File: config.mk
export PLATFORM = sky130hd
export DESIGN_NAME = fetch_unit
export DESIGN_NICKNAME = d
export VERILOG_FILES = /design/src/rtl/fetch_unit.sv
export SDC_FILE = /design/constraint.sdc
export NUM_CORES = 1
export LEC_CHECK = 0
export CAP_MARGIN = 15
export CORE_MARGIN = 2
export CORE_UTILIZATION = 45
export CTS_CLUSTER_DIAMETER = 80
export DETAILED_ROUTE_END_ITERATION = 16
export GPL_TIMING_DRIVEN = 0
export PLACE_DENSITY = 0.75
export SLEW_MARGIN = 5
export SYNTH_ARGS = -nofsm -noshare
export SYNTH_HDL_FRONTEND = slang
export SYNTH_SLANG_ARGS = --single-unit
File: constraint.sdc
create_clock -name clock -period 2.7 [get_ports clock]
set_input_delay 0.405 -clock clock [delete_from_list [all_inputs] [get_ports clock]]
set_output_delay 0.405 -clock clock [all_outputs]
set_load 0.01 [all_outputs]
File: src/rtl/fetch_unit.sv
// fetch_unit: owns the fetch PC, issues word reads to instruction memory under a
// credit limit, buffers in-order responses with their PC, and hands them to decode.
// A redirect reloads the PC, clears the buffer and squashes every in-flight response.
module fetch_unit #(
  parameter logic [31:0] RESET_PC   = 32'h0000_0000,
  parameter int          FIFO_DEPTH = 4
) (
  input  logic        clock,
  input  logic        reset_n,
  input  logic        redirect_valid,
  input  logic [31:0] redirect_pc,
  output logic        imem_req_valid,
  input  logic        imem_req_ready,
  output logic [31:0] imem_req_addr,
  input  logic        imem_rsp_valid,
  input  logic [31:0] imem_rsp_data,
  output logic        inst_valid,
  input  logic        inst_ready,
  output logic [31:0] inst_data,
  output logic [31:0] inst_pc,
  output logic [31:0] inst_pc_plus4
);

  localparam int AW = $clog2(FIFO_DEPTH);
  localparam int CW = AW + 1;

  typedef struct packed {
    logic [31:0] data;
    logic [31:0] pc;
  } entry_t;

  logic [31:0]   fetch_pc_q, fetch_pc_d;
  logic [31:0]   rsp_pc_q, rsp_pc_d;
  logic [CW-1:0] out_q, out_d;
  logic [CW-1:0] drop_q, drop_d;
  logic [CW-1:0] cnt_q, cnt_d;
  logic [AW-1:0] rd_ptr_q, rd_ptr_d;
  logic [AW-1:0] wr_ptr_q, wr_ptr_d;
  entry_t        mem_q [FIFO_DEPTH];

  logic [CW:0]   used;
  logic          accept, drop_now, push, pop;
  logic [31:0]   redir_pc;
  logic          unused_pc_lsb;

  // Low address bits of the redirect target are ignored: fetch is word aligned.
  assign unused_pc_lsb = ^redirect_pc[1:0];
  assign redir_pc      = {redirect_pc[31:2], 2'b00};

  // Credit: buffered entries plus outstanding requests may never exceed the FIFO.
  // Gating with reset_n keeps the request low while reset is held.
  assign used           = {1'b0, cnt_q} + {1'b0, out_q};
  assign imem_req_valid = reset_n && (used < (CW+1)'(FIFO_DEPTH)) && !redirect_valid;
  assign imem_req_addr  = fetch_pc_q;
  assign accept         = imem_req_valid && imem_req_ready;

  // A response is either squashed (stale epoch or redirect this cycle) or buffered.
  assign drop_now = imem_rsp_valid && (drop_q != '0);
  assign push     = imem_rsp_valid && !drop_now && !redirect_valid;

  assign inst_valid    = (cnt_q != '0);
  assign pop           = inst_valid && inst_ready;
  assign inst_data     = mem_q[rd_ptr_q].data;
  assign inst_pc       = mem_q[rd_ptr_q].pc;
  assign inst_pc_plus4 = inst_pc + 32'd4;

  // Next-state for PCs, counters and FIFO pointers.
  always_comb begin
    fetch_pc_d = fetch_pc_q;
    rsp_pc_d   = rsp_pc_q;
    out_d      = out_q + CW'(accept) - CW'(imem_rsp_valid);
    drop_d     = drop_q;
    cnt_d      = cnt_q + CW'(push) - CW'(pop);
    rd_ptr_d   = rd_ptr_q + AW'(pop);
    wr_ptr_d   = wr_ptr_q + AW'(push);
    if (accept) fetch_pc_d = fetch_pc_q + 32'd4;
    if (push)   rsp_pc_d   = rsp_pc_q + 32'd4;
    if (drop_now) drop_d = drop_q - 1'b1;
    if (redirect_valid) begin
      // Everything still in flight after this edge belongs to the old path.
      fetch_pc_d = redir_pc;
      rsp_pc_d   = redir_pc;
      drop_d     = out_d;
      cnt_d      = '0;
      rd_ptr_d   = '0;
      wr_ptr_d   = '0;
    end
  end

  // State registers; the buffer storage is cleared so the head reads zero after reset.
  always_ff @(posedge clock or negedge reset_n) begin
    if (!reset_n) begin
      fetch_pc_q <= RESET_PC;
      rsp_pc_q   <= RESET_PC;
      out_q      <= '0;
      drop_q     <= '0;
      cnt_q      <= '0;
      rd_ptr_q   <= '0;
      wr_ptr_q   <= '0;
      for (int i = 0; i < FIFO_DEPTH; i++) mem_q[i] <= '0;
    end else begin
      fetch_pc_q <= fetch_pc_d;
      rsp_pc_q   <= rsp_pc_d;
      out_q      <= out_d;
      drop_q     <= drop_d;
      cnt_q      <= cnt_d;
      rd_ptr_q   <= rd_ptr_d;
      wr_ptr_q   <= wr_ptr_d;
      if (push) mem_q[wr_ptr_q] <= '{data: imem_rsp_data, pc: rsp_pc_q};
    end
  end

  // The credit scheme must make a push into a full buffer impossible.
  a_no_overflow: assert property (@(posedge clock) disable iff (!reset_n)
    !(push && (cnt_q == CW'(FIFO_DEPTH)) && !pop));

  // Counters are bounded by the buffer depth.
  a_cnt_bound: assert property (@(posedge clock) disable iff (!reset_n)
    (out_q <= CW'(FIFO_DEPTH)) && (drop_q <= out_q));

endmodule

==> impl_metrics.sql <==
INSERT INTO impl_metrics (metric_group, metric, value, unit) VALUES
('place', 'place_congestion', '0.8888', ''),
('routing', 'drt-initial-drc-count', '654', ''),
('cts', 'cts_tree', 'yes', ''),
('min_path', 'holdCritPathClass', 'in -> async', ''),
('global_routing', 'antenna_found_initial', '0', ''),
('cts', 'clkSinkCount', '321', ''),
('timing', 'max_slew_headroom', '43.40', '%'),
('floorplan', 'design.die.area', '0.03614', 'mm2'),
('critical_path', 'critPathMaxStageDelay', '440', 'ps'),
('critical_path', 'worst_reg2reg_path_length_in_cells', '12', ''),
('final_layout', 'post_route_utilization', '60.65', '%'),
('yosys', 'synth.yosys.warnings', '0', ''),
('power', 'total_switching_power', '0.006204', 'W'),
('final_layout', 'layout.nets', '1586', ''),
('floorplan', 'fp.dieW', '190.1', 'um'),
('critical_path', 'timing.critical_path.required', '2300', 'ps'),
('floorplan', 'design.core.area', '0.03429', 'mm2'),
('critical_path', 'crit-reg2reg-launch', 'cnt_q[1]', ''),
('floorplan', 'floorplan.io_pins', '200', ''),
('global_routing', 'vias_in_the_first_global_route', '11460', ''),
('routing', 'drt-pass1-iter-count', '5', ''),
('yosys', 'syn_inst', '1155', ''),
('routing', 'vias', '11080', ''),
('place', 'postPlaceCellArea', '0.01819', 'mm2'),
('outcome', 'outcome', 'complete, but fails checks', ''),
('power', 'power.leakage', '9.717', 'nW'),
('routing', 'remaining_number_of_nets_flagged_by_the_antenna_check_after_routing', '0', ''),
('floorplan', 'row_count', '68', ''),
('timing', 'setup_repair_after_global_routing_missed_its_margin', 'true', ''),
('global_routing', 'grt_overflow', '0', ''),
('yosys', 'avgSynthCellArea', '13.49', 'um2'),
('power', 'power.share.combinational', '42.7', '%'),
('critical_path', 'critical_path.top_delay_family', 'buffers and inverters', ''),
('place', 'dpl.hpwl', '26840', 'um'),
('routing', 'detail_route.drc_violations', '0', ''),
('yosys', 'synthMostInstantiatedCell', 'dfrtp_1', ''),
('critical_path', 'critPathCaptureType', 'output pin', ''),
('cts', 'cts-buffers-inserted', '36', ''),
('timing', 'timing.fmax', '308.9', 'MHz'),
('critical_path', 'crit_top_cell', 'buf_12', ''),
('final_layout', 'layout.cell_area.non_filler', '0.02079', 'mm2'),
('critical_path', 'crit_chain', 'buf_12 -> buf_12 -> mux4_2 -> and4_4 -> buf_4 -> nand4_4 -> buf_6 -> nor3_4 -> xor2_1 -> buf_2', ''),
('timing', 'period_minus_slack', '3237', 'ps'),
('routing', 'route.detailed.vias_per_inst', '5.602', ''),
('global_routing', 'grt_max_degree', '106', ''),
('timing', 'final_number_of_setup_violating_endpoints', '63', ''),
('critical_path', 'critical_path.slowest_cell', 'dfrtp_2', ''),
('outcome', 'violations', 'negative setup slack', ''),
('yosys', 'synth.top_cells.by_area', 'dfrtp_1, mux2_2, mux4_2', ''),
('timing', 'timing.final.hold_violations', '0', ''),
('critical_path', 'reg2reg_to', 'drop_q[2]', ''),
('yosys', 'yosys_register_bits', '321', ''),
('cts', 'clk_root_buffer_cell', 'clkbuf_16', ''),
('yosys', 'synth_area_leader_cell', 'dfrtp_1', ''),
('timing', 'finalMaxSlewViolations', '0', ''),
('floorplan', 'initial_utilization', '45.46', '%'),
('timing', 'period_share', '119.9', '%'),
('yosys', 'top_cells_by_instance_count_after_synthesis', 'dfrtp_1, mux2_2, nand2_1, mux4_2, o21ai_0', ''),
('timing', 'fin_ws', '-537.4', 'ps'),
('power', 'vdd_ir_drop_max', '547.8', 'uV'),
('final_layout', 'filler_cell_count', '2611', ''),
('yosys', 'post_synthesis_async_set_or_reset_flop_share', '100.0', '%'),
('critical_path', 'worstSetupPathType', 'reg -> out', ''),
('global_routing', 'grt_pass1_wl', '63830', 'um'),
('timing', 'worst_margin_pin_slew', '837.2', 'ps'),
('final_layout', 'drive_above_1_share', '44.58', '%'),
('yosys', 'yosysTopAreaCellShare', '51.54', '%'),
('yosys', 'synth_area', '0.01559', 'mm2'),
('yosys', 'synth_cell_type_count', '59', ''),
('floorplan', 'die-height', '190.1', 'um'),
('yosys', 'ys_seq_area_share', '51.54', '%');
-- worst reg2reg max path, stage by stage, from the launching register on --
cell	delay, ps
dfrtp_2	450
ha_4	180
nor4b_4	280
and4_4	310
inv_8	40
ha_4	260
inv_2	40
ha_4	150
fa_2	350
xnor2_2	150
xnor2_1	180
nand2_1	80
o21ai_1	100
-- how the worst max path moves through the flow --
stage | cells after the start | end | slack (ps) | from
after floorplan | 13 | drop_q[2] | 30 | out_q[2]
after global placement | 1 | mem_q[241] | -12280 | reset_n
after detailed placement | 9 | inst_pc_plus4[30] | -770 | rd_ptr_q[0]
after CTS | 10 | inst_pc_plus4[29] | -550 | rd_ptr_q[0]
after global routing | 9 | inst_pc_plus4[12] | -640 | rd_ptr_q[0]
final | 10 | inst_pc_plus4[22] | -540 | rd_ptr_q[0]
-- metrics by stage --
stage / hold slack (ps) / power (W) / std cells / setup slack, ps / TNS, ps
floorplan: 109.4 / 0.01000 / 1160 / 29.36 / 0
global placement: 467.8 / 0.01311 / 1806 / -12280 / -4413960
detailed placement: 285.8 / 0.01329 / 1809 / -773.7 / -75110
CTS: 451.2 / 0.01895 / 1949 / -547.5 / -16250
global route: 467.4 / 0.02041 / 1978 / -635.8 / -25210
finish: 449.4 / 0.01948 / 1978 / -537.4 / -20370
-- timing repair --
item                                    in CTS  in global routing
gates cloned                                 6                  0
buffers inserted                            74                 37
resized for setup                          430                105
endpoints found under the setup margin     155                176
pin swaps                                   32                 31
hold buffers                                 2                  0
hold endpoints to repair                    30                  0
-- cell type report --
cell class / instances / share of cell area (%)
Timing Repair Buffer: 306 / 14.70
Clock buffer: 47 / 4.819
Buffer: 73 / 2.443
Sequential cell: 321 / 38.65
Multi-Input combinational cell: 738 / 35.46
Inverter: 25 / 0.5054
Tap cell: 455 / 2.738
Clock inverter: 13 / 0.6859
-- power by group through the flow --
stage | sequential, W | clock, W | combinational [W]
2_1_floorplan | 0.00624 | 0 | 0.00376
3_3_place_gp | 0.00637 | 0 | 0.00674
3_5_place_dp | 0.00642 | 0 | 0.00687
4_1_cts | 0.00637 | 0.00483 | 0.00775
5_1_grt | 0.00651 | 0.00505 | 0.00885
6_report | 0.00640 | 0.00476 | 0.00832
-- metal layers --
layer | part of all wire, % | global-route usage, %
met5 | 0 | 0
met4 | 2.5 | 7.156
met3 | 5.2 | 3.450
met2 | 49 | 37.39
met1 | 43 | 31.10
-- kinds of logic after synthesis --
family	Yosys count	share of synthesized area (%)
fa+ha+maj	15	1.301
flops	321	51.54
mux	323	28.02
compound gates	79	3.083
buf+inv	102	3.452
other cells	1	0.02406
simple gates	243	8.598
xor+xnor	71	3.990
-- registers in the layout (all words and copies together), names as in the netlist --
signal	flops
imem_req_addr	30
out_q	3
cnt_q	3
rsp_pc_q	30
wr_ptr_q	2
rd_ptr_q	2
mem_q	248
drop_q	3
-- placed cells by master (no fill, tap or decap), drive strengths merged, types with 3 or more instances in the layout --
master,count
dfrtp,321
mux2,259
buf,231
clkdlybuf4s50,98
clkbuf,74
nand2,71
mux4,62
o21ai,42
xnor2,41
nor2,38
nand3,31
xor2,30
inv,26
nand4,25
nor3,20
dlygate4sd2,19
and3,16
ha,13
nor4,12
o211ai,9
a31oi,8
o311ai,8
and2,8
clkinv,7
conb,6
a21oi,5
and4,5
clkinvlp,3
nor2b,3
clkdlybuf4s15,3
Power figures use the tool's default switching activity.
